`src/rtl/bus_arbiter_pkg.sv`:
```
// Shared definitions for the source-multiplexer bus arbiter.
//   SEL_IDLE     : select code meaning "no owner" (mux drives 0)
//   NUM_SRC_DEF  : default number of requesting channels
//   INSTR_CH     : index of the instruction channel in the default build
//   state_e      : arbiter FSM states
package bus_arbiter_pkg;

  localparam logic [3:0] SEL_IDLE    = 4'hF;
  localparam int         NUM_SRC_DEF = 9;
  localparam int         INSTR_CH    = 8;

  typedef enum logic {
    IDLE = 1'b0,
    OWN  = 1'b1
  } state_e;

endpackage

```
`src/rtl/bus_arbiter_rr_pick.sv`:
```
// Combinational rotating-priority encoder.
// Searches req_i starting at last_i+1 and wrapping through last_i itself,
// returning the first requesting channel.
//   req_i    : per-channel request vector
//   last_i   : index of the most recently served channel
//   winner_o : index of the selected channel (0 when nothing found)
//   found_o  : high when at least one request is set
module rr_pick #(
  parameter int NUM_SRC = 9,
  parameter int SEL_W   = 4
) (
  input  logic [NUM_SRC-1:0] req_i,
  input  logic [SEL_W-1:0]   last_i,
  output logic [SEL_W-1:0]   winner_o,
  output logic               found_o
);

  int unsigned         idx;
  logic [NUM_SRC-1:0]  shifted;

  always_comb begin
    winner_o = '0;
    found_o  = 1'b0;
    idx      = 0;
    shifted  = '0;
    for (int i = 1; i <= NUM_SRC; i++) begin
      idx     = (int'(last_i) + i) % NUM_SRC;
      shifted = req_i >> idx;
      if (!found_o && shifted[0]) begin
        found_o  = 1'b1;
        winner_o = SEL_W'(idx);
      end
    end
  end

endmodule

```
`src/rtl/bus_arbiter.sv`:
```
// Round-robin arbiter for the shared 16-bit source multiplexer.
// Grants one owner at a time, limits each tenure to MAX_HOLD cycles and
// optionally lets the top channel win every arbitration (never pre-empting
// a running tenure).
//   clk       : system clock, rising edge
//   rst       : synchronous active-high reset
//   req       : per-channel level request
//   select    : registered mux select code, SEL_IDLE when idle
//   grant     : registered one-hot grant, zero when idle
//   bus_valid : |grant
//   hold_cnt  : cycles already spent by the current owner
module bus_arbiter
  import bus_arbiter_pkg::*;
#(
  parameter int NUM_SRC    = NUM_SRC_DEF,
  parameter int SEL_W      = 4,
  parameter int MAX_HOLD   = 8,
  parameter int INSTR_PRIO = 1,
  localparam int HC_W      = (MAX_HOLD > 1) ? $clog2(MAX_HOLD) : 1
) (
  input  logic               clk,
  input  logic               rst,
  input  logic [NUM_SRC-1:0] req,
  output logic [SEL_W-1:0]   select,
  output logic [NUM_SRC-1:0] grant,
  output logic               bus_valid,
  output logic [HC_W-1:0]    hold_cnt
);

  localparam logic [SEL_W-1:0]   SEL_NONE = SEL_W'(SEL_IDLE);
  localparam logic [SEL_W-1:0]   LAST_RST = SEL_W'(NUM_SRC - 1);
  localparam logic [HC_W-1:0]    HOLD_END = HC_W'(MAX_HOLD - 1);
  localparam logic [NUM_SRC-1:0] ONE_HOT0 = NUM_SRC'(1);

  state_e               state_q,  state_d;
  logic [NUM_SRC-1:0]   grant_q,  grant_d;
  logic [SEL_W-1:0]     select_q, select_d;
  logic [HC_W-1:0]      hold_q,   hold_d;
  logic [SEL_W-1:0]     last_q,   last_d;

  logic [SEL_W-1:0]     rr_win;
  logic                 rr_found;
  logic [SEL_W-1:0]     win;
  logic                 owner_req;
  logic                 rearb;

  rr_pick #(
    .NUM_SRC (NUM_SRC),
    .SEL_W   (SEL_W)
  ) u_pick (
    .req_i    (req),
    .last_i   (last_q),
    .winner_o (rr_win),
    .found_o  (rr_found)
  );

  // The instruction channel overrides the rotation; it still implies found.
  assign win = ((INSTR_PRIO != 0) && req[NUM_SRC-1]) ? LAST_RST : rr_win;

  // The owner's own request, picked out via the one-hot grant.
  assign owner_req = |(req & grant_q);

  always_comb begin
    state_d  = state_q;
    grant_d  = grant_q;
    select_d = select_q;
    hold_d   = hold_q;
    last_d   = last_q;
    rearb    = 1'b0;

    case (state_q)
      IDLE: rearb = 1'b1;
      OWN: begin
        // Release and timeout both hand over in the same edge.
        if (!owner_req || (hold_q == HOLD_END)) begin
          rearb = 1'b1;
        end else begin
          hold_d = hold_q + HC_W'(1);
        end
      end
      default: rearb = 1'b1;
    endcase

    if (rearb) begin
      hold_d = '0;
      if (rr_found) begin
        state_d  = OWN;
        grant_d  = ONE_HOT0 << win;
        select_d = win;
        last_d   = win;
      end else begin
        state_d  = IDLE;
        grant_d  = '0;
        select_d = SEL_NONE;
      end
    end
  end

  always_ff @(posedge clk) begin
    if (rst) begin
      state_q  <= IDLE;
      grant_q  <= '0;
      select_q <= SEL_NONE;
      hold_q   <= '0;
      last_q   <= LAST_RST;
    end else begin
      state_q  <= state_d;
      grant_q  <= grant_d;
      select_q <= select_d;
      hold_q   <= hold_d;
      last_q   <= last_d;
    end
  end

  assign select    = select_q;
  assign grant     = grant_q;
  assign bus_valid = |grant_q;
  assign hold_cnt  = hold_q;

endmodule

```
`config.mk`:
```
export PLATFORM = sky130hd
export DESIGN_NAME = bus_arbiter
export DESIGN_NICKNAME = d
export VERILOG_FILES = /design/src/rtl/bus_arbiter_pkg.sv /design/src/rtl/bus_arbiter_rr_pick.sv /design/src/rtl/bus_arbiter.sv
export SDC_FILE = /design/constraint.sdc
export NUM_CORES = 1
export LEC_CHECK = 0
export BUFFER_PORTS_ARGS = -buffer_cell sky130_fd_sc_hd__buf_2
export CORE_UTILIZATION = 55
export DETAILED_ROUTE_END_ITERATION = 16
export PLACE_DENSITY = 0.72
export SETUP_SLACK_MARGIN = 0.5
export SLEW_MARGIN = 20
export SYNTH_ARGS = -nofsm -noshare
export SYNTH_HDL_FRONTEND = slang
export SYNTH_SLANG_ARGS = --single-unit
```
`constraint.sdc`:
```
create_clock -name clk -period 8.95 [get_ports clk]
set_input_delay 1.79 -clock clk [delete_from_list [all_inputs] [get_ports clk]]
set_output_delay 1.79 -clock clk [all_outputs]
set_load 0.02 [all_outputs]
```
# [Word-level counts from Yosys, hierarchy flattened]
# Cells that the tools add are included.
[classes] n_addsub=10 reduce_logical=23 n_div=9 shift=10 bitwise_logic=3 eq_ne=1 n_mux=24
[ops] operator="32-bit by 5-bit remainder unit with 32-bit output, second input constant" count=9
[ops] operator="9-bit by 32-bit right shift with 1-bit output" count=9
[ops] operator="4-bit 2-to-1 mux" count=11
[ops] operator="4-bit by 3-bit adder with 5-bit output, second input constant" count=4
[ops] operator="9-bit OR reduction" count=2
[ops] operator="1-bit 2-to-1 mux" count=11
[ops] operator="4-bit by 2-bit adder with 5-bit output, second input constant" count=2
[ops] operator="4-bit by 4-bit adder with 5-bit output, second input constant" count=2
[ops] operator="9-bit AND" count=1
[ops] operator="1-bit zero test" count=9
[ops] operator="9-bit 2-to-1 mux" count=1
[ops] operator="1-bit by 4-bit << shifter with 9-bit output, first input constant" count=1
[ops] operator="1-bit logical AND" count=8
[ops] operator="4-bit by 1-bit adder with 5-bit output, second input constant" count=1
[ops] operator="2-bit AND reduction" count=2
[ops] operator="3-bit by 1-bit adder with 3-bit output, second input constant" count=1
[ops] operator="3-bit == test, second input constant" count=1
[ops] operator="1-bit NOT" count=2
[ops] operator="1-bit case mux with 2 select lines" count=1
[ops] operator="2-bit OR reduction" count=1
[ops] operator="1-bit logical OR" count=1
[word_totals] reg_bits=21 out_inout_bits=17

# [Depth between registers and ports, before layout]
# Gate-level depths: netlist of run 1.
[logic_depth] depth_word=31 mapped_depth=26

# [Modules after synthesis]
# A second synthesis of run 1 with hierarchy kept.
[unflattened] hier_cells=951 hier_area_um2=6756.5
[by_module_without_submodules] module="rr_pick" area_each_um2=5751.8 cells_each=839 instances=1
[by_module_without_submodules] module="bus_arbiter" area_each_um2=1004.7 cells_each=112 instances=1

# [Least setup slack after synthesis of run 1]
# OpenSTA, ideal clock, no wires.
[synth_path] path_kind="flip-flop to flip-flop" startpoint="reg last_q[0]" endpoint="reg grant_q[5], in the netlist grant[5]" slack_ns=2.477 setup_time_ns=0.117 synth_period_minus_slack_ns=6.473 path_stages_with_launch=26 path_buffers=5 arrival_time_ns=6.355 cell_sequence="dfxtp_1 buf_6 clkbuf_1 inv_1 clkbuf_1 clkbuf_1 ha_1 buf_2 clkinv_1 ha_1 a2111oi_4 a31oi_2 xnor2_4 inv_1 ha_1 nand2b_1 a21oi_1 o21ai_2 a221o_1 a22o_1 a311o_1 a2111oi_4 a31o_1 a31oi_2 and2_4 a32o_1"
[synth_via] elab_chain_len=31 word_cells_on_any_way=64 classes_between="add/sub (9); div (9); shift (10); mux (20); reduce/logical (16)"
[synth_lines] item="start, declared" line="bus_arbiter.sv:39" text="logic [SEL_W-1:0] last_q, last_d;"
[synth_lines] item="start signal, assigned" line="bus_arbiter.sv:111" text="last_q <= last_d;"
[synth_lines] item="4-bit by 1-bit adder with 5-bit output" line="bus_arbiter_rr_pick.sv:27" text="idx = (int'(last_i) + i) % NUM_SRC;"
[synth_lines] item="32-bit by 5-bit remainder unit with 32-bit output" line="bus_arbiter_rr_pick.sv:27"
[synth_lines] item="9-bit by 32-bit right shift with 1-bit output" line="bus_arbiter_rr_pick.sv:28" text="shifted = req_i >> idx;"
[synth_lines] item="1-bit 2-to-1 mux" line="bus_arbiter_rr_pick.sv:29" text="if (!found_o && shifted[0]) begin"
[synth_lines] item="1-bit zero test" line="bus_arbiter_rr_pick.sv:29"
[synth_lines] item="1-bit logical AND" line="bus_arbiter_rr_pick.sv:29"
[synth_lines] item="1-bit 2-to-1 mux" line="bus_arbiter_rr_pick.sv:29"
[synth_lines] item="1-bit zero test" line="bus_arbiter_rr_pick.sv:29"
[synth_lines] item="[... 15 more ...]"
[synth_lines] item="1-bit logical AND" line="bus_arbiter_rr_pick.sv:29"
[synth_lines] item="1-bit 2-to-1 mux" line="bus_arbiter_rr_pick.sv:29"
[synth_lines] item="1-bit zero test" line="bus_arbiter_rr_pick.sv:29"
[synth_lines] item="1-bit logical AND" line="bus_arbiter_rr_pick.sv:29"
[synth_lines] item="4-bit 2-to-1 mux" line="bus_arbiter_rr_pick.sv:29"
[synth_lines] item="4-bit 2-to-1 mux" line="bus_arbiter.sv:58" text="assign win = ((INSTR_PRIO != 0) && req[NUM_SRC-1]) ? LAST_RST : rr_win;"
[synth_lines] item="1-bit by 4-bit << shifter with 9-bit output" line="bus_arbiter.sv:88" text="grant_d = ONE_HOT0 << win;"
[synth_lines] item="9-bit 2-to-1 mux *" line="bus_arbiter.sv:86" text="if (rr_found) begin"
[synth_lines] item="end signal, assigned" line="bus_arbiter.sv:108" text="grant_q <= grant_d;"
[synth_lines] item="end, declared" line="bus_arbiter.sv:36" text="logic [NUM_SRC-1:0] grant_q, grant_d;"
# Every way passes the cells marked *; elsewhere a longest branch is shown, timed or not.
# A chain may end at the register's enable or synchronous reset.

# [Worst setup path after layout of run 1]
[layout_path] startpoint="reg last_q[1]" endpoint="reg grant_q[4], in the netlist grant[4]"
# Same word-level chain as after synthesis.

==> results of run 1 <==
[worst max-delay path: cells and delay by family (launching register included)]
family	cells	cell delay (ps)
buf+inv	2	620
flops	1	300
xor+xnor	2	1180
compound gates	10	2590
mux	1	360
fa+ha+maj	3	1220
simple gates	4	940
[Yosys cell counts (6+ instances only)]
master and instances:
and3_1 13, o221ai_1 7, o21ai_1 7, o211a_1 7, xnor2_1 23, o22ai_1 9
mux2_2 11, a211oi_1 17, a21oi_2 6, nand3_1 25, a21o_1 19, a221oi_1 7
a31oi_1 13, or2_2 12, a21boi_0 7, mux2i_1 48, nand2_1 75, a22oi_1 10
nor3_1 27, o32a_1 7, nand2b_1 20, and3b_1 6, buf_2 16, nor4_1 10
o31a_1 8, o21ai_0 37, nand4_1 12, o211ai_1 18, dfxtp_1 21, clkbuf_1 34
xor2_1 6, o21a_1 14, a21oi_1 50, nor2_1 67, nor3b_1 6, buf_4 6
inv_1 37, nand3b_1 7, a32o_1 9, o31ai_1 8, ha_1 55, and2_1 16
nor2b_1 15
[logic make-up after synthesis]
logic type,count (synthesis),share of synthesized area (%)
AOI/OAI and AO/OA,335,36.33
xor gates and xnor gates,32,4.654
adders and majority gates,55,9.844
buffers and inverters,109,7.016
DFF,21,6.014
muxes,65,10.47
and+or+nand+nor,338,25.67
[cell type report]
| class | instances | area, um2 | share of cell area, % |
|---|---|---|---|
| multi-input cells | 825 | 6080 | 84.98 |
| flip-flops and latches | 21 | 424.2 | 5.929 |
| well taps | 168 | 210.2 | 2.938 |
| repair buffers | 35 | 195.2 | 2.728 |
| inverters | 44 | 165.2 | 2.308 |
| clock buffers | 3 | 75.07 | 1.049 |
| clock inverters | 1 | 5.005 | 0.06995 |
[power breakdown]
group | internal [W] | leakage [nW] | switching, W
sequential | 0.000122 | 0.173 | 0.0000396
clock | 0.0000600 | 0.0409 | 0.0000335
combinational | 0.000911 | 2.72 | 0.00145
total | 0.00109 | 2.94 | 0.00153
[stage by stage]
stage	hold WS [ps]	area, um2	util, %	total power (W)
final	461.4	7154	58.59	0.002619
after global routing	506.9	7154	58.59	0.002832
after CTS	463.9	7154	58.59	0.002566
after detailed placement	456.3	7074	57.93	0.002461
after global placement	451.8	7074	57.93	0.002456
after floorplan	549.2	6990	-	0.002008
[state kept, by name (all words and copies together) (netlist names)]
name / cells
grant: 9
state_q: 1
last_q: 4
select: 4
hold_cnt: 3
[per-layer routing]
metal	global-route usage [%]	up-vias	part of all wire, %
met2	52.85	392	44
met5	0	-	0
li1	-	3620	-
met4	12.99	0	3.4
met1	45.93	3585	45
met3	3.268	61	7.9
[worst paths after layout]
check	start	endpoint	slack (ps)
max	last_q[1]	grant[4]	1600
min	hold_cnt[0]	hold_cnt[0]	460
max reg2reg	last_q[1]	grant[4]	1600
min reg2reg	hold_cnt[0]	hold_cnt[0]	460
==> run metrics, run 1 <==
f_max=between 0.1 and 0.15 GHz; GRT Resource Usage Total=between 30% and 40%; I/O pins=28; Syn Area/Cell=7.320 um2; Final HPWL DP=16410 um; clock sinks=21; DR vias/cell=roughly 7.0; IO Port Bufs=27; Area Growth Syn to Fin=2.345%; Synth cell types=102; final wirelength=~22000 um; n_diodes=0; Post-DRT Antenna Nets=0; WS Path Type=flip-flop to flip-flop; TritonCTS clock tree=built; synth warn=0; Max IR drop VDD=243.3 uV; Final Worst Setup Slack=1600 ps; worst slew pin tran=1023 ps; CP endpoint kind=flip-flop; TritonCTS Buffers=3; hold violation count in the final report=0; nets@finish=996; Finished Layout Cells=1097; share of cells above drive strength 1=11.09%; Rows=40; clock root buffer=clkbuf_16; #FFs+latches synth=21; Final Wtd Congestion=0.9746; status=complete, no violations; Final min period=7350 ps; leading cell type in the layout, fill and taps excluded=nand2_1; Reg clk slew, reported paths=60 ps; Die Y=between 100 and 150 um; PD cells=~370 mW/mm2; register area share after synthesis=around 6.0%; count of cells resized by post-cts repair=0; initial antenna violation count=0; CP max-delay cell=xor2_1; largest net degree at the start of global routing=55; RSZ-0062 raised after global routing=false; Rel. slew slack=31.54%; post-synth net total=between 1k and 1.5k; DR pass1 iterations=5; Mapped Cells=955; CP max FO=37; number of max-cap violations=0; Layout fillers=1216; Final Skew=2.323 ps; Synth top area share=~9.8%; most frequent cells in the layout=75 x nand2_1, 67 x nor2_1, 55 x ha_1, 50 x a21oi_1, 48 x mux2i_1; first-pass GRT wire length=35330 um; Max stage delay on crit path=850 ps; Final Setup Violations=0; Mapped Area=roughly 0.0070 mm2; crit start category=flip-flop; H-tree depth=1; Min-Delay Path Class=flip-flop to flip-flop; Remaining Overflow, GRT=0; fin crit share=82.12%; cell taking the most area after synthesis=ha_1; placed cell count=1093; vias in the first global route=~6.9k; hold path cells=1; Initial Util=between 50% and 60%; Reg2Reg Depth=22; Pleak=2.939 nW; DIE AREA=0.01317 mm2; starting DRC count in detailed routing=766; CTS Hold Bufs=0; EDFF count, synth=0; core box area=0.01221 mm2; Post-synth top flop=dfxtp_1; Place WS=between 1500 and 2000 ps; Synth area leaders=ha_1 9.8%, mux2i_1 6.9%, dfxtp_1 6.0%; Required @ worst endpoint=about 9100 ps; critical-path cell list=buf_4 -> ha_1 -> xor2_1 -> inv_2 -> ha_1 -> or2_2 -> a211oi_1 -> nor2_1 -> xnor2_1 -> ha_1 -> nand2b_1 -> a21o_1 -> a21oi_1 -> mux2_2 -> o31a_1 -> a221oi_1 -> a21oi_1 -> a211oi_1 -> o2bb2ai_1 -> a21oi_1 -> or2_4 -> a32o_1; Worst-Skew Late Latency=250 ps; Worst EP arrival=7500 ps; clk buf depth=2; Die Wd=114.7 um; Synth async-reset ratio=0%; Post-route DRC=0; setup_tns=0 ps; Final Max Tran Viols=0; per-cell routed wire length=roughly 20 um; DR vias=about 7.7k; postcts setup bufs=0
Power figures use the tool's default switching activity.
==> run 2: changes to the inputs <==
PLACE_DENSITY = 0.75   (was 0.72)
clock period = 6.3 ns   (was 8.95 ns; I/O delays follow)
==> run metrics, run 2 (synthesized netlist as in run 1, its figures left out) <==
status=complete, no violations; nets@finish=1038; Net Sw Frac=56.80%; Place WS=338.7 ps; crit start category=flip-flop; Final Max Tran Viols=0; RSZ-0062 raised after global routing=true; initial antenna violation count=0; setup_tns=0 ps; leading cell type in the layout, fill and taps excluded=nand2_1; Worst EP arrival=5770 ps; CTS Hold Bufs=0; Sequential Power Share=5.3%; max reg flops=9; Combinational Power Share=91.4%; Reg clk slew, reported paths=60 ps; Final Setup Violations=0; Post-route DRC=0; first-pass GRT wire length=35960 um; TritonCTS Buffers=3; Post-DRT Antenna Nets=0; number of max-cap violations=0; Die Wd=114.7 um; most frequent cells in the layout=74 x nand2_1, 66 x nor2_1, 51 x ha_1, 50 x a21oi_1; Max IR drop VDD=395.7 uV; final wirelength=22750 um; WS Path Type=flip-flop to flip-flop; core box area=0.01221 mm2; Sequential Area=426.7 um2; share of cells above drive strength 1=18.02%; PD cells=525.2 mW/mm2; Final min period=5623 ps; f_max=roughly 0.18 GHz; Final Skew=4.327 ps; vias in the first global route=6918; Layout fillers=between 1k and 1.5k; Clock power frac=between 3 and 4%; clock sinks=21; Worst-Skew Late Latency=roughly 250 ps; Initial Util=a little under three fifths; DR vias=7832; I/O pins=28; largest net degree at the start of global routing=48; Die Y=approximately 110 um; GRT Resource Usage Total=33.78%; Rows=40; area occupied by multi-input gates=0.006267 mm2; CP max FO=31; H-tree depth=1; IO Port Bufs=27; clk buf depth=2; DIE AREA=0.01317 mm2; Required @ worst endpoint=6440 ps; Rel. slew slack=47.65%; Final HPWL DP=16860 um; Area Growth Syn to Fin=9.844%; TritonCTS clock tree=built; worst slew pin tran=779.7 ps; per-cell routed wire length=approximately 20 um; CP endpoint kind=flip-flop; P_sw=~0.0023 W; Cell Int Power=roughly 0.0017 W; hold violation count in the final report=0; Remaining Overflow, GRT=0; Pleak=3.182 nW; n_diodes=0; clock root buffer=clkbuf_16; DR vias/cell=6.876; DR pass1 iterations=5; Final Worst Setup Slack=676.7 ps; Min-Delay Path Class=flip-flop to flip-flop; fin crit share=89.26%; Final Wtd Congestion=0.9692; starting DRC count in detailed routing=between 800 and 900; hold_ws=~460 ps
-- run 2: changes by cell type in the layout (fill, tap and decap cells not counted), moves of 3 or more --
cell / previous run / this run
buf_4: 8 / 48
ha_1: 55 / 51
xnor2_1: 23 / 19
xnor2_2: 1 / 4
-- run 2: routing by layer --
metal  track usage (%)  vias to the layer above  wire length, um
met5                 0                        -                0
met3             3.005                       74             1618
met2             55.39                      364            10200
met4             10.39                        0              810
li1                  -                     3698                -
met1             46.92                     3696            10120
-- run 2: worst max-delay path: stages (launching register included) --
cell	delay, ps
dfxtp_2	410
buf_6	330
ha_1	250
buf_4	180
a21oi_1	100
xnor2_2	360
nand3_1	140
ha_1	330
nand2b_1	180
a211oi_1	360
a311oi_2	130
o21ba_2	330
a31oi_1	50
mux2_2	300
or4b_1	580
nand2_1	210
nor4b_4	60
buf_4	180
buf_4	140
a31oi_1	180
o21ai_2	120
or2_4	270
a32o_1	260
-- run 2: power by group through the flow --
| stage | sequential (W) | combinational (W) | clock [W] |
|---|---|---|---|
| after detailed placement | 0.000215 | 0.00337 | 0 |
| final | 0.000214 | 0.00369 | 0.000132 |
| after CTS | 0.000213 | 0.00346 | 0.000133 |
| after global placement | 0.000215 | 0.00335 | 0 |
| after global routing | 0.000218 | 0.00396 | 0.000139 |
| after floorplan | 0.000241 | 0.00263 | 0 |
-- run 2: cell type report --
type | count | share of cell area (%)
inverters | 44 | 2.265
repair buffers | 77 | 6.795
clock buffers | 4 | 1.027
flip-flops and latches | 21 | 5.556
multi-input cells | 825 | 81.62
well taps | 168 | 2.738
-- run 2: final timing paths --
path,startpoint,endpoint,slack [ps],cells past startpoint
worst max-delay path,last_q[2],grant[4],680,22
worst min register to register,hold_cnt[0],hold_cnt[0],460,1
worst min-delay path,hold_cnt[0],hold_cnt[0],460,1
worst max register to register,last_q[2],grant[4],680,22
-- run 2: repair_timing --
action                     4_1_cts  5_1_grt
setup buffers                    3       15
resized for setup                7       35
pin swaps                        1       10
setup endpoints to repair       13       17
-- run 2: through the flow --
stage,util (%),instances,instance area [um2],power [W]
2_1_floorplan,-,955,7030,0.002871
3_3_place_gp,59.65,1117,7284,0.003569
3_5_place_dp,59.65,1117,7284,0.003589
4_1_cts,60.82,1124,7427,0.003804
5_1_grt,62.88,1139,7679,0.004319
6_report,62.88,1139,7679,0.004033
